[src/rtl/mem_access_unit.sv]
// MEM stage bus adapter: sub-word load/store formatting, byte enables, alignment
// checks and a single-outstanding req/ack handshake with timeout abort.
module mem_access_unit #(
  parameter int W           = 32,
  parameter int OFS         = $clog2(W/8),
  parameter int TIMEOUT_CYC = 255
) (
  input  logic             clk,
  input  logic             rst_n,
  input  logic             mem_read_en,
  input  logic             mem_write_en,
  input  logic [1:0]       mem_size,
  input  logic             mem_unsigned,
  input  logic [W-1:0]     mem_addr,
  input  logic [W-1:0]     mem_write_data,
  output logic [W-1:0]     mem_read_data,
  output logic             mem_stall,
  output logic             addr_err,
  output logic             bus_timeout,
  output logic             bus_req,
  output logic             bus_we,
  output logic [W-1:0]     bus_addr,
  output logic [W-1:0]     bus_wdata,
  output logic [W/8-1:0]   bus_be,
  input  logic [W-1:0]     bus_rdata,
  input  logic             bus_ack
);

  localparam int NB = W/8;
  localparam logic [1:0] S_IDLE = 2'd0;
  localparam logic [1:0] S_REQ  = 2'd1;
  localparam logic [1:0] S_DONE = 2'd2;
  localparam logic [15:0] CNT_LIM = 16'(TIMEOUT_CYC - 1);

  typedef struct packed {
    logic [1:0]     size;
    logic           uns;
    logic [OFS-1:0] off;
  } acc_t;

  logic [1:0]          state;
  acc_t                acc_q;
  logic [15:0]         cnt;
  logic                en, mis, size_ok, acc_valid;
  logic [NB-1:0]       be_base, be_c;
  logic [NB-1:0][7:0]  wd_b, wd_lanes;

  // ---- request decode ----
  assign en      = mem_read_en | mem_write_en;
  assign size_ok = (mem_size != 2'b11) || (W == 64);

  always_comb begin
    mis = 1'b0;
    case (mem_size)
      2'b01:   mis = mem_addr[0];
      2'b10:   mis = |mem_addr[1:0];
      2'b11:   mis = |mem_addr[2:0];
      default: mis = 1'b0;
    endcase
  end

  assign addr_err  = en & (~size_ok | mis);
  assign acc_valid = en & ~addr_err;
  assign mem_stall = (state == S_REQ) | ((state == S_IDLE) & acc_valid);
  assign bus_req   = (state == S_REQ);

  always_comb begin
    be_base = '0;
    case (mem_size)
      2'b00:   be_base[0]   = 1'b1;
      2'b01:   be_base[1:0] = 2'b11;
      2'b10:   be_base[3:0] = 4'hF;
      default: be_base      = '1;
    endcase
    be_c = be_base << mem_addr[OFS-1:0];
  end

  // Each byte lane takes the store byte that lands there after replication.
  assign wd_b = mem_write_data;
  for (genvar gl = 0; gl < NB; gl++) begin : g_lane
    always_comb begin
      case (mem_size)
        2'b00:   wd_lanes[gl] = wd_b[0];
        2'b01:   wd_lanes[gl] = wd_b[gl % 2];
        2'b10:   wd_lanes[gl] = wd_b[gl % 4];
        default: wd_lanes[gl] = wd_b[gl];
      endcase
    end
  end

  function automatic logic [W-1:0] fmt_load(input logic [W-1:0] rd, input acc_t a);
    logic [W-1:0] sh, res;
    sh  = rd >> {a.off, 3'b000};
    res = sh;
    case (a.size)
      2'b00: begin res = {W{~a.uns & sh[7]}};  res[7:0]  = sh[7:0];  end
      2'b01: begin res = {W{~a.uns & sh[15]}}; res[15:0] = sh[15:0]; end
      2'b10: begin res = {W{~a.uns & sh[31]}}; res[31:0] = sh[31:0]; end
      default: res = sh;
    endcase
    return res;
  endfunction

  // ---- handshake FSM ----
  always_ff @(posedge clk or negedge rst_n) begin
    if (!rst_n) begin
      state         <= S_IDLE;
      acc_q         <= '0;
      cnt           <= '0;
      mem_read_data <= '0;
      bus_we        <= 1'b0;
      bus_addr      <= '0;
      bus_wdata     <= '0;
      bus_be        <= '0;
      bus_timeout   <= 1'b0;
    end else begin
      bus_timeout <= 1'b0;
      case (state)
        S_IDLE: if (acc_valid) begin
          acc_q     <= '{size: mem_size, uns: mem_unsigned, off: mem_addr[OFS-1:0]};
          bus_we    <= mem_write_en & ~mem_read_en;
          bus_addr  <= {mem_addr[W-1:OFS], {OFS{1'b0}}};
          bus_be    <= be_c;
          bus_wdata <= wd_lanes;
          cnt       <= '0;
          state     <= S_REQ;
        end
        S_REQ: begin
          // Ack on the limit cycle still completes normally.
          if (bus_ack) begin
            if (!bus_we) mem_read_data <= fmt_load(bus_rdata, acc_q);
            state <= S_DONE;
          end else if (cnt == CNT_LIM) begin
            bus_timeout   <= 1'b1;
            mem_read_data <= '0;
            state         <= S_DONE;
          end else begin
            cnt <= cnt + 16'd1;
          end
        end
        S_DONE:  state <= S_IDLE;
        default: state <= S_IDLE;
      endcase
    end
  end

endmodule

[config.mk]
export PLATFORM = sky130hd
export DESIGN_NAME = mem_access_unit
export DESIGN_NICKNAME = d
export VERILOG_FILES = /design/src/rtl/mem_access_unit.sv
export SDC_FILE = /design/constraint.sdc
export NUM_CORES = 1
export LEC_CHECK = 0
export ABC_AREA = 1
export CAP_MARGIN = 20
export CORE_MARGIN = 1
export CORE_UTILIZATION = 42
export CTS_CLUSTER_SIZE = 12
export DETAILED_ROUTE_END_ITERATION = 7
export GPL_TIMING_DRIVEN = 0
export PLACE_DENSITY_LB_ADDON = 0.15
export SYNTH_ARGS = -nofsm -noshare
export SYNTH_HDL_FRONTEND = slang
export SYNTH_SLANG_ARGS = --single-unit
[constraint.sdc]
create_clock -name clk -period 1.7 [get_ports clk]
set_clock_uncertainty 0.15 [all_clocks]
set_input_delay 0.34 -clock clk [delete_from_list [all_inputs] [get_ports clk]]
set_output_delay 0.34 -clock clk [all_outputs]
set_load 0.1 [all_outputs]
==> results of run 1 <==
## final timing paths
check	startpoint	endpoint	slack [ns]
max	state[1]$_DFFE_PN0P_	mem_stall	-0.47
min	mem_addr[1]	bus_be[0]$_DFFE_PN0P_	0.05
max reg2reg	state[1]$_DFFE_PN0P_	bus_addr[8]$_DFFE_PN0P_	-0.19
min reg2reg	bus_addr[6]$_DFFE_PN0P_	bus_addr[6]$_DFFE_PN0P_	0.32
max in group asynchronous	rst_n	acc_q[4]$_DFFE_PN0P_	0.38
min in group asynchronous	rst_n	cnt[13]$_DFFE_PN0P_	0.28
## state kept, by name, indices dropped and copies added (netlist names)
name / flops
state: 2
bus_wdata: 32
acc_q: 5
bus_we: 1
mem_read_data: 32
cnt: 16
bus_be: 4
bus_addr: 30
bus_timeout: 1
## stage by stage
stage,cells,util (%),hold WS (ns),setup TNS [ns]
after floorplan,813,-,-0.106,-0.156
after global placement,1202,58.8,0.304,-670.67
after detailed placement,1203,59.0,0.157,-78.00
after CTS,1248,62.2,0.144,-3.21
after global routing,1272,68.3,0.0552,-21.58
final,1272,68.3,0.0509,-13.04
## final cells by class
class | instances | share of cell area (%)
buffer | 46 | 4.34
inverter | 33 | 1.44
clock inverter | 10 | 1.43
clock buffer | 21 | 4.66
sequential | 123 | 31.2
multi-input combinational | 611 | 30.2
tap | 184 | 2.33
timing repair buffer | 244 | 24.4
## worst max-delay path: cells and delay by family, from the launching register on
| kind | cells | cell delay [ns] |
|---|---|---|
| AOI/OAI and AO/OA | 2 | 0.21 |
| buffers and inverters | 4 | 0.44 |
| DFF | 1 | 0.40 |
| and+or+nand+nor | 2 | 0.22 |
## per-layer routing
metal / vias to the layer above / part of all wire, %
met4: 0 / 2.3
met5: - / 0
met3: 33 / 8.9
li1: 3148 / -
met2: 271 / 48
met1: 3080 / 40
## what timing repair did
action / in CTS / in global routing
hold buffers: 1 / 0
pin swaps: 6 / 25
endpoints found under the setup margin: 168 / 176
setup buffers: 12 / 12
resized for setup: 606 / 170
endpoints found under the hold margin: 48 / 0
gates cloned: 1 / 12
## cells in the mapped netlist (all sizes together)
| master | instances | share of area (%) |
|---|---|---|
| o21a | 8 | 0.97 |
| dfrtp | 123 | 50 |
| conb | 1 | 0.060 |
| a32oi | 1 | 0.14 |
| ha | 2 | 0.40 |
| o31ai | 1 | 0.12 |
| nand2 | 358 | 22 |
| nand3 | 113 | 9.4 |
| buf | 39 | 4.1 |
| clkbuf | 7 | 0.42 |
| nor2 | 42 | 2.8 |
| xor2 | 7 | 0.99 |
| inv | 31 | 2.0 |
| a21oi | 12 | 1.2 |
| a31oi | 9 | 0.91 |
| clkinv | 2 | 0.12 |
| o21bai | 2 | 0.24 |
| o21ai | 40 | 3.3 |
| nand4 | 14 | 1.4 |
## kinds of logic (layout without fill, tap and decap cells)
logic type,after synthesis,after routing,synth area share (%)
XOR/XNOR,7,7,0.988
AND/OR/NAND/NOR,527,527,35.5
AO/OA/AOI/OAI,73,73,6.87
flip-flops,123,123,49.6
adder cells (fa/ha/maj),2,2,0.403
other,1,2,0.0604
buffers and inverters,79,354,6.61
==> metrics, run 1 <==
status complete, but fails checks; failing checks setup timing; Initial Utilization 42.9%; Setup CP Type register to output pin; layout cell share with drive strength beyond 1 27.5%; I/O Buffers 205; leading cell type in the layout, fill and taps excluded nand2_1; TritonCTS Buffers 17; Layout Nets 1182; Syn-to-layout area delta 59.3%; multi-input combinational cell area 2990 um2; Worst R2R Path Depth 12; Die H 124 um; slowest cell on the critical path dfrtp_1; Syn. warnings 0; # diodes 0; Fill cells 1216; worst-path cell chain nor2_2, o21ai_2, a21oi_2, buf_6, inv_8, buf_8, nand2_4, buf_12; global-route wire length before repair 30700 um; Post-Route WL 20500 um; pre-CTS setup slack -1.70 ns; dpl hpwl 13600 um; most frequent cells in the layout 325 x nand2_1, 118 x dfrtp_1, 96 x clkdlybuf4s50_1, 95 x nand3_1, 68 x buf_4; met2 usage 42.0%; Placement Cell Area 8540 um2; initial antenna violation count 0; Syn Inst Count 812; Via density 5.14; clock slew at reported path FFs 0.06 ns; via count 6532; Period minus WS final 2.17 ns; CTS root buf clkbuf_16; RSZ-0062 raised after global routing yes; Mapped Area 6210 um2; ANT nets after route 0; fmax 0.460 GHz; Worst Slack Setup Final -0.474 ns; WP data required 1.21 ns; flops & latches, synth 123; M1 GR Usage 33.4%; drt initial violations 447; Worst-Margin Slew 0.651 ns; Placer Congestion 0.910; Rel. slew slack 56.6%; Tightest Hold Check Type primary input to register; storage element area 3080 um2; synthesized area per cell 7.64 um2; crit path capture type output pin; drt pass-1 iters 5; die area 15300 um2; Total GRT Usage 26.6%; max_cap viols 0; GR Layer Usage met3 9.62%; CTS tree yes; Setup crit start kind register; finished layout cell area 9890 um2; htree depth 4; Final Hold Viols 0; DRC errors left 0; area of the core 14500 um2; Seq/Total Area, Yosys 49.6%; Final setup viols 117; crit-path max cell delay 0.40 ns; Final Cycle Share 128%; global routing's busiest layer met2; largest net degree at the start of global routing 76; Pins Over Slew Limit 0; clock buffer depth 2; IO Pins 209; worst-path fanout max 2; CP arrival 1.68 ns; die width 124 um; CTS Sinks 123; Rows 44; hold depth 2; clock latency on the worst-skew pair 0.42 ns; vias in the first global route 6097; DR WL/cell 16.1 um; Synth cell types 32; grt total ovfl 0
Power of run 1 is not shown: default switching activity piles up to over one toggle a cycle in this logic, so the estimate is an artifact.
==> run 2: changes to the inputs <==
- HOLD_SLACK_MARGIN: not set -> 0.05
==> run 2 against run 1 <==
  * Maximum frequency barely moved
  * Sequential share of layout area barely moved
  * Critical path depth did not move
  * Sequential cell count did not move
  * The flow still finishes with violations (setup timing)
  * Design area rose by 0.10%
  * First-iteration DRC count rose by 14%
  * Highest routed layer unchanged
  * Via count rose by 0.38%
  * Critical path type unchanged
  * Register-to-register slack barely moved
==> metrics, run 2 (same netlist as run 1, synthesis figures left out) <==
Placed Cells 1203 (unchanged); global routing's busiest layer met2; Period minus WS final 2.17 ns (-0.00142 ns); Final Hold Viols 0 (unchanged); Final setup viols 117 (unchanged); leading cell type in the layout, fill and taps excluded nand2_1; CTS root buf clkbuf_16; dpl hpwl 13600 um (unchanged); initial antenna violation count 0 (unchanged); Setup crit start kind register; I/O Buffers 205 (unchanged); Largest regs bus_wdata x32, mem_read_data x32, bus_addr x30; largest net degree at the start of global routing 76 (unchanged); max_cap viols 0 (unchanged); grt total ovfl 0 (unchanged); vias in the first global route 6097 (unchanged); Rows 44 (unchanged); failing checks setup timing; worst-path cell chain nor2_2, o21ai_2, a21oi_2, buf_6, inv_8, buf_8, nand2_4, buf_12; GR Layer Usage met3 9.62% (unchanged); crit-path max cell delay 0.40 ns (about the same); crit path capture type output pin; Non-Filler Instances 1273 (+0.079%); slowest cell on the critical path dfrtp_1; drt initial violations 509 (+14%); die area 15300 um2 (unchanged); drt pass-1 iters 5 (unchanged); Via density 5.15 (+0.30%); RSZ-0062 raised after global routing yes; HP Start mem_addr[1]; IO Pins 209 (unchanged); Post-Route WL 20500 um (+0.30%); area of the core 14500 um2 (unchanged); via count 6557 (+0.38%); WP buf/inv 4 (unchanged); Die H 124 um (unchanged); R2R Path Start state[1]$_DFFE_PN0P_; # diodes 0 (unchanged); Pins Over Slew Limit 0 (unchanged); Critical Path Source state[1]$_DFFE_PN0P_; clock slew at reported path FFs 0.06 ns (about the same); met2 usage 42.0% (unchanged); ANT nets after route 0 (unchanged); Worst Slack Setup Final -0.472 ns (+0.00143 ns); Placer Congestion 0.910 (unchanged); Top delay family on crit path buffers and inverters; Initial Utilization 42.9% (unchanged); die width 124 um (unchanged); Final Cycle Share 128% (about the same); htree depth 4 (unchanged); Syn-to-layout area delta 59.5%; TritonCTS Buffers 17 (unchanged); worst-path fanout max 2 (unchanged); DRC errors left 0 (unchanged); CTS Sinks 123 (unchanged); status complete, but fails checks; layout cell share with drive strength beyond 1 27.5% (about the same); M1 GR Usage 33.4% (unchanged); most frequent cells in the layout 325 x nand2_1, 118 x dfrtp_1, 96 x clkdlybuf4s50_1, 95 x nand3_1, 68 x buf_4; fmax 0.460 GHz (about the same); clock latency on the worst-skew pair 0.42 ns (about the same); Setup CP Type register to output pin; Total GRT Usage 26.6% (unchanged); CP arrival 1.68 ns (about the same); global-route wire length before repair 30700 um (unchanged); WP data required 1.21 ns (about the same); Tightest Hold Check Type primary input to register; DR WL/cell 16.1 um (+0.22%); Worst-Margin Slew 0.643 ns (-0.00791 ns); clock buffer depth 2 (unchanged); CTS tree yes; Rel. slew slack 57.1% (+0.53 points); Layout Nets 1183 (+0.085%)
[run 2: cell count changes in the layout (fill, tap and decap cells not counted)]
cell           before  now
dlygate4sd3_1       1    2
[run 2: path summary, 6_finish.rpt]
kind	endpoint	slack, ns	depth (start not counted)
hold reg to reg	bus_addr[6]$_DFFE_PN0P_	0.32	2
min in group asynchronous	cnt[13]$_DFFE_PN0P_	0.28	2
setup reg to reg	bus_addr[3]$_DFFE_PN0P_	-0.19	12
max in group asynchronous	cnt[2]$_DFFE_PN0P_	0.38	3
hold / removal	acc_q[1]$_DFFE_PN0P_	0.08	3
setup / recovery	mem_stall	-0.47	8
[run 2: final cells by class]
type,instances,area [um2]
Clock buffer,21,460
Tap cell,184,230
Inverter,33,143
Fill cell,1215,4580
Sequential cell,123,3080
Timing Repair Buffer,245,2420
Multi-Input combinational cell,611,2990
Buffer,46,429
Clock inverter,10,141
[run 2: stage by stage]
stage               utilization (%)  hold slack [ns]  setup WS, ns  area (um2)  TNS, ns
finish                         68.4           0.0807        -0.472        9900   -12.93
CTS                            62.2            0.144        -0.476        9010    -3.21
global placement               58.8            0.304         -5.30        8510  -670.67
global route                   68.4           0.0768        -0.522        9900   -21.58
floorplan                         -           -0.106        -0.156        6230   -0.156
detailed placement             59.0            0.157         -1.70        8540   -78.00
[run 2: what timing repair did]
| item | in CTS | in global routing |
|---|---|---|
| pin swaps | 6 | 25 |
| resized for setup | 606 | 170 |
| hold buffers | 1 | 1 |
| buffers inserted | 12 | 12 |
| hold endpoints to repair | 48 | 1 |
| cloned | 1 | 12 |
| endpoints found under the setup margin | 168 | 176 |
[run 2: worst reg2reg max path, stage by stage, from the launching register on]
cell,delay (ns)
dfrtp_1,0.40
nor2_2,0.16
o21ai_2,0.09
a21oi_2,0.12
buf_6,0.13
buf_4,0.10
buf_6,0.11
buf_12,0.13
buf_12,0.11
buf_8,0.10
clkbuf_16,0.13
nand2_1,0.05
nand2_1,0.05
[run 2: per-layer routing]
layer / up-vias / routed length (um)
li1: 3153 / -
met3: 31 / 1840
met1: 3088 / 8330
met4: 0 / 461
met2: 285 / 9920
met5: - / 0
Power of run 2 is left out for the same reason.
